<file path="src/rtl/fsqrt_round_pack.sv">
// Final FSQRT stage: latches operand metadata on issue, then normalizes, rounds and packs the root word.
module fsqrt_round_pack #(
  parameter logic [31:0] QNAN = 32'h7FC0_0000
) (
  input  logic        clk,
  input  logic        clrn,
  input  logic        ena,
  input  logic        start,
  input  logic [31:0] a,
  input  logic [1:0]  rm,
  input  logic [31:0] q,
  input  logic        q_valid,
  output logic [31:0] s,
  output logic        s_valid,
  output logic        busy,
  output logic        inexact,
  output logic        invalid
);

  localparam int unsigned EXP_W  = 8;
  localparam int unsigned FRAC_W = 23;
  localparam int unsigned WORD_W = 32;

  typedef enum logic {ST_IDLE, ST_WAIT} state_t;
  typedef enum logic [1:0] {CL_NORMAL, CL_ZERO, CL_INF, CL_INVALID} cls_t;

  state_t             state, state_d;
  cls_t               cls_r, cls_d, cls_in_c;
  logic               sign_r, sign_d;
  logic [EXP_W-1:0]   ea_r, ea_d;
  logic [1:0]         rm_r, rm_d;
  logic [WORD_W-1:0]  s_d;
  logic               s_valid_d, busy_d, inexact_d, invalid_d;

  logic [FRAC_W-1:0]  mant_c;
  logic               guard_c, sticky_c, round_up_c;
  logic [FRAC_W:0]    frac_sum_c;
  logic [EXP_W-1:0]   er_c;
  logic [WORD_W-1:0]  res_c;
  logic               res_ix_c, res_iv_c;

  // Classify the incoming operand; denormals flush to signed zero before the sign check.
  always_comb begin
    cls_in_c = CL_NORMAL;
    if (a[30:23] == 8'hFF && a[22:0] != 23'd0) cls_in_c = CL_INVALID;
    else if (a[30:23] == 8'h00)                 cls_in_c = CL_ZERO;
    else if (a[31])                             cls_in_c = CL_INVALID;
    else if (a[30:23] == 8'hFF)                 cls_in_c = CL_INF;
  end

  // Normalize the root word, select guard/sticky and apply the rounding mode.
  always_comb begin
    mant_c   = q[31] ? q[30:8] : q[29:7];
    guard_c  = q[31] ? q[7]    : q[6];
    sticky_c = q[31] ? (|q[6:0]) : (|q[5:0]);
    case (rm_r)
      2'd0:    round_up_c = guard_c & (sticky_c | mant_c[0]);
      2'd2:    round_up_c = guard_c | sticky_c;
      default: round_up_c = 1'b0;
    endcase
    frac_sum_c = {1'b0, mant_c} + (FRAC_W+1)'(round_up_c);
    er_c = EXP_W'((10'(ea_r) + 10'd127) >> 1) + EXP_W'(q[31]) + EXP_W'(frac_sum_c[FRAC_W]);
  end

  // Pick the packed result and flags for the latched operand class.
  always_comb begin
    res_c    = '0;
    res_ix_c = 1'b0;
    res_iv_c = 1'b0;
    case (cls_r)
      CL_INVALID: begin
        res_c    = QNAN;
        res_iv_c = 1'b1;
      end
      CL_INF:  res_c = 32'h7F80_0000;
      CL_ZERO: res_c = {sign_r, 31'd0};
      default: begin
        res_c    = {1'b0, er_c, frac_sum_c[FRAC_W-1:0]};
        res_ix_c = guard_c | sticky_c;
      end
    endcase
  end

  // Next-state and next-output logic; everything holds while ena is low.
  always_comb begin
    state_d   = state;
    cls_d     = cls_r;
    sign_d    = sign_r;
    ea_d      = ea_r;
    rm_d      = rm_r;
    s_d       = s;
    s_valid_d = s_valid;
    busy_d    = busy;
    inexact_d = inexact;
    invalid_d = invalid;
    if (ena) begin
      s_valid_d = 1'b0;
      case (state)
        ST_IDLE: begin
          if (start) begin
            state_d = ST_WAIT;
            cls_d   = cls_in_c;
            sign_d  = a[31];
            ea_d    = a[30:23];
            rm_d    = rm;
            busy_d  = 1'b1;
          end
        end
        ST_WAIT: begin
          if (q_valid) begin
            state_d   = ST_IDLE;
            s_d       = res_c;
            inexact_d = res_ix_c;
            invalid_d = res_iv_c;
            s_valid_d = 1'b1;
            busy_d    = 1'b0;
          end
        end
        default: state_d = ST_IDLE;
      endcase
    end
  end

  // State, metadata and output registers.
  always_ff @(posedge clk or negedge clrn) begin
    if (!clrn) begin
      state   <= ST_IDLE;
      cls_r   <= CL_NORMAL;
      sign_r  <= 1'b0;
      ea_r    <= '0;
      rm_r    <= '0;
      s       <= '0;
      s_valid <= 1'b0;
      busy    <= 1'b0;
      inexact <= 1'b0;
      invalid <= 1'b0;
    end else begin
      state   <= state_d;
      cls_r   <= cls_d;
      sign_r  <= sign_d;
      ea_r    <= ea_d;
      rm_r    <= rm_d;
      s       <= s_d;
      s_valid <= s_valid_d;
      busy    <= busy_d;
      inexact <= inexact_d;
      invalid <= invalid_d;
    end
  end

endmodule

</file>
<file path="config.mk">
export PLATFORM = sky130hd
export DESIGN_NAME = fsqrt_round_pack
export DESIGN_NICKNAME = d
export VERILOG_FILES = /design/src/rtl/fsqrt_round_pack.sv
export SDC_FILE = /design/constraint.sdc
export NUM_CORES = 1
export LEC_CHECK = 0
export ABC_AREA = 1
export CAP_MARGIN = 0
export CELL_PAD_IN_SITES_DETAIL_PLACEMENT = 1
export CELL_PAD_IN_SITES_GLOBAL_PLACEMENT = 2
export CORE_MARGIN = 2
export CORE_UTILIZATION = 27
export DETAILED_ROUTE_END_ITERATION = 16
export PLACE_DENSITY = 0.88
export SLEW_MARGIN = 25
export SYNTH_ARGS = -nofsm -noshare
export SYNTH_HDL_FRONTEND = slang
export SYNTH_SLANG_ARGS = --single-unit
</file>
<file path="constraint.sdc">
create_clock -name clk -period 8.4 [get_ports clk]
set_clock_uncertainty 0.2 [all_clocks]
set_input_delay 1.26 -clock clk [delete_from_list [all_inputs] [get_ports clk]]
set_output_delay 1.26 -clock clk [all_outputs]
set_load 0.01 [all_outputs]
</file>
==> impl_metrics.tcl <==
set metrics [dict create \
    cts.clk_slew.worst_paths_ns 0.07 \
    clk_root_buffer_cell "clkbuf_16" \
    dpl.cell_count 768 \
    postSynthRegisterBits 50 \
    ant_nets 0 \
    cts-hold-fix-buffers 0 \
    distinct_cell_type_count_after_synthesis 40 \
    setup-tns-final_ns 0 \
    dieWidth_um 118 \
    cts_sinks 50 \
    cts.repair_timing.setup_buffer_count 0 \
    synth_seq_area_share_pct 35.9 \
    yosysWarningCount 0 \
    post-route-drc-count 0 \
    die-height_um 118 \
    clkLatencyLatePin_ns 0.29 \
    drt_first_pass_iters 4 \
    grt_antenna_before_repair 0 \
    floorplan.core_area_mm2 0.0126 \
    syn_avg_cell_area_um2 6.99 \
    post_dr_wirelength_cell_um 14.0 \
    viasPerCell 4.64 \
    netlist_instances 499 \
    io_pins 107 \
    synthArstFlopShare_pct 100 \
    drt-initial-drc-count 78 \
    nNetsFinal 679 \
    finalMaxSlewViolations 0 \
    power.ir.vdd_worst_uv 68.2 \
    finalWirelength_mm 10.9 \
    post_route_cells_drive_above_1_share_pct 11.1 \
    grt_pass1_vias 3736 \
    hold_vio_cnt_final 0 \
    dp_hpwl_mm 8.75 \
    startpoint_type "primary input" \
    required_ns 8.40 \
    final.period_utilization_pct 55.0 \
    max_clock_freq_mhz 216 \
    post-route-min-period_ns 4.62 \
    synth_top_cell_by_area "dfrtp_1" \
    htreeDepth 2 \
    critPathArrivalTime_ns 4.63 \
    cts_tree "built" \
    timing.slew.headroom_pct 47.1 \
    hold_path_class "flop to flop" \
    yosysTopAreaCellShare_pct 35.9 \
    area_growth_syn_to_layout_pct 39.3 \
    primary_ff_master_synth "dfrtp_1" \
    power.density_mw_per_mm2 211 \
    rows 41 \
    synth_edf_count 0 \
    end_kind "flop" \
    place_congestion 0.851 \
    synthesis.nets 575 \
    grt_start_max_net_pins 51 \
    status "completed" \
    port_buffers 106 \
    total_global_routing_overflow 0 \
    power.static_leakage_nw 2.18 \
    critPathKind "primary input to flop" \
    total_vias_in_the_final_route 3599 \
    diodes 0 \
    synthesis.area_mm2 0.00349 \
    max_cap_violations 0 \
    wire_length_of_the_first_global_routing_pass_mm 18.3 \
    synth.most_common_cell "nand2_1" \
    grt_use_total_pct 15.9 \
    die_area_mm2 0.0138 \
    nFillCells 1619 \
    finish.cell_count_without_fillers 776 \
    rsz_0062_raised_after_global_routing "false" \
    timing.final.setup_violations 0 \
    dominant_cells_by_area_after_synthesis "dfrtp_1 36%, nand2_1 16%, inv_1 6.5%" \
    cts_made_buffers 5 \
    cts_buffer_depth 2 \
    cts_repair_resize_count 0 \
    post_synth_most_frequent_cells "150 x nand2_1, 60 x inv_1, 50 x dfrtp_1" \
    utilization_pct 38.5 \
    worst_pin_slew_ns 0.793 \
    start_util_pct 27.6 \
    critical_path_peak_fanout 44 \
]
## final timing paths
path	from	end	slack (ns)	cells after the start
min in group asynchronous	clrn	s[8]$_DFFE_PN0P_	0.86	2
setup / recovery	q[31]	s[29]$_DFFE_PN0P_	3.78	23
max in group asynchronous	clrn	s[16]$_DFFE_PN0P_	6.68	2
setup reg to reg	rm_r[1]$_DFFE_PN0P_	s[29]$_DFFE_PN0P_	5.33	17
hold / removal	sign_r$_DFFE_PN0P_	sign_r$_DFFE_PN0P_	0.28	2
hold reg to reg	sign_r$_DFFE_PN0P_	sign_r$_DFFE_PN0P_	0.28	2
## worst max-delay path: stages
cell      delay [ns]
buf_2           0.08
buf_4           0.41
inv_4           0.19
nand2_1         0.12
a21oi_1         0.08
inv_1           0.06
nand2_1         0.05
a21oi_1         0.14
ha_1            0.28
nand3_2         0.15
nor2_2          0.16
nand2_2         0.09
nor2_4          0.11
nand2_1         0.07
nor3_2          0.14
fa_1            0.25
ha_1            0.20
nand3_1         0.08
nor2_1          0.21
nand3_1         0.11
nand2_1         0.08
nand3_1         0.08
a21boi_0        0.20
## metrics by stage
| step | area [um2] | total power [mW] | hold slack [ns] | setup WS (ns) |
|---|---|---|---|---|
| after floorplan | 3490 | 0.579 | 0.242 | 4.17 |
| after global placement | 4690 | 0.777 | 0.257 | 3.67 |
| after detailed placement | 4690 | 0.791 | 0.260 | 3.50 |
| after CTS | 4860 | 1.04 | 0.279 | 3.75 |
| after global routing | 4860 | 1.10 | 0.302 | 3.30 |
| final | 4860 | 1.03 | 0.276 | 3.78 |
## registers in the layout, summed over array words and instances, names as in the netlist
register and flops:
ea_r 8, state 1, s 32, rm_r 2, busy 1, s_valid 1
cls_r 2, inexact 1, sign_r 1, invalid 1
## layout by cell type, fill, tap and decap left out, drive strengths merged, types with 4 or more instances in the layout
cell type	instances
nand2	164
clkdlybuf4s50	104
nand4	13
nand3	32
nor2	54
a21oi	14
o21ai	51
dfrtp	50
inv	65
ha	4
nor4	7
or2	4
buf	5
xor2	4
nor3	6
clkbuf	5
## power breakdown
part | leakage, nW | total [mW] | switching [mW] | internal, mW
clock | 0.0848 | 0.242 | 0.0995 | 0.143
combinational | 1.46 | 0.419 | 0.215 | 0.204
sequential | 0.637 | 0.365 | 0.0502 | 0.315
total | 2.18 | 1.03 | 0.364 | 0.662
## cells by family after synthesis
logic type               count (synthesis)  share of synthesized area [%]
adder cells (fa/ha/maj)                  5                           2.01
AND/OR/NAND/NOR                        283                           37.7
XOR/XNOR                                 4                           1.00
AO/OA/AOI/OAI                           80                           13.8
buffers and inverters                   77                           9.61
flip-flops                              50                           35.9
## final cells by class
type,instances,area (um2),area share [%]
clock buffers,5,125,2.57
clock inverters,3,47.5,0.978
inverters,65,246,5.07
multi-input cells,372,1900,39.1
flip-flops and latches,50,1250,25.7
well taps,172,215,4.43
repair buffers,109,1070,22.1
## layer usage
metal  track usage (%)  up-vias  routed length, um
met3              1.84        8                286
li1                  -     1817                  -
met5                 0        -                  0
met2              27.5       57               5350
met4              3.46        0                115
met1              21.3     1717               5130
(Power assumes the default switching activity.)
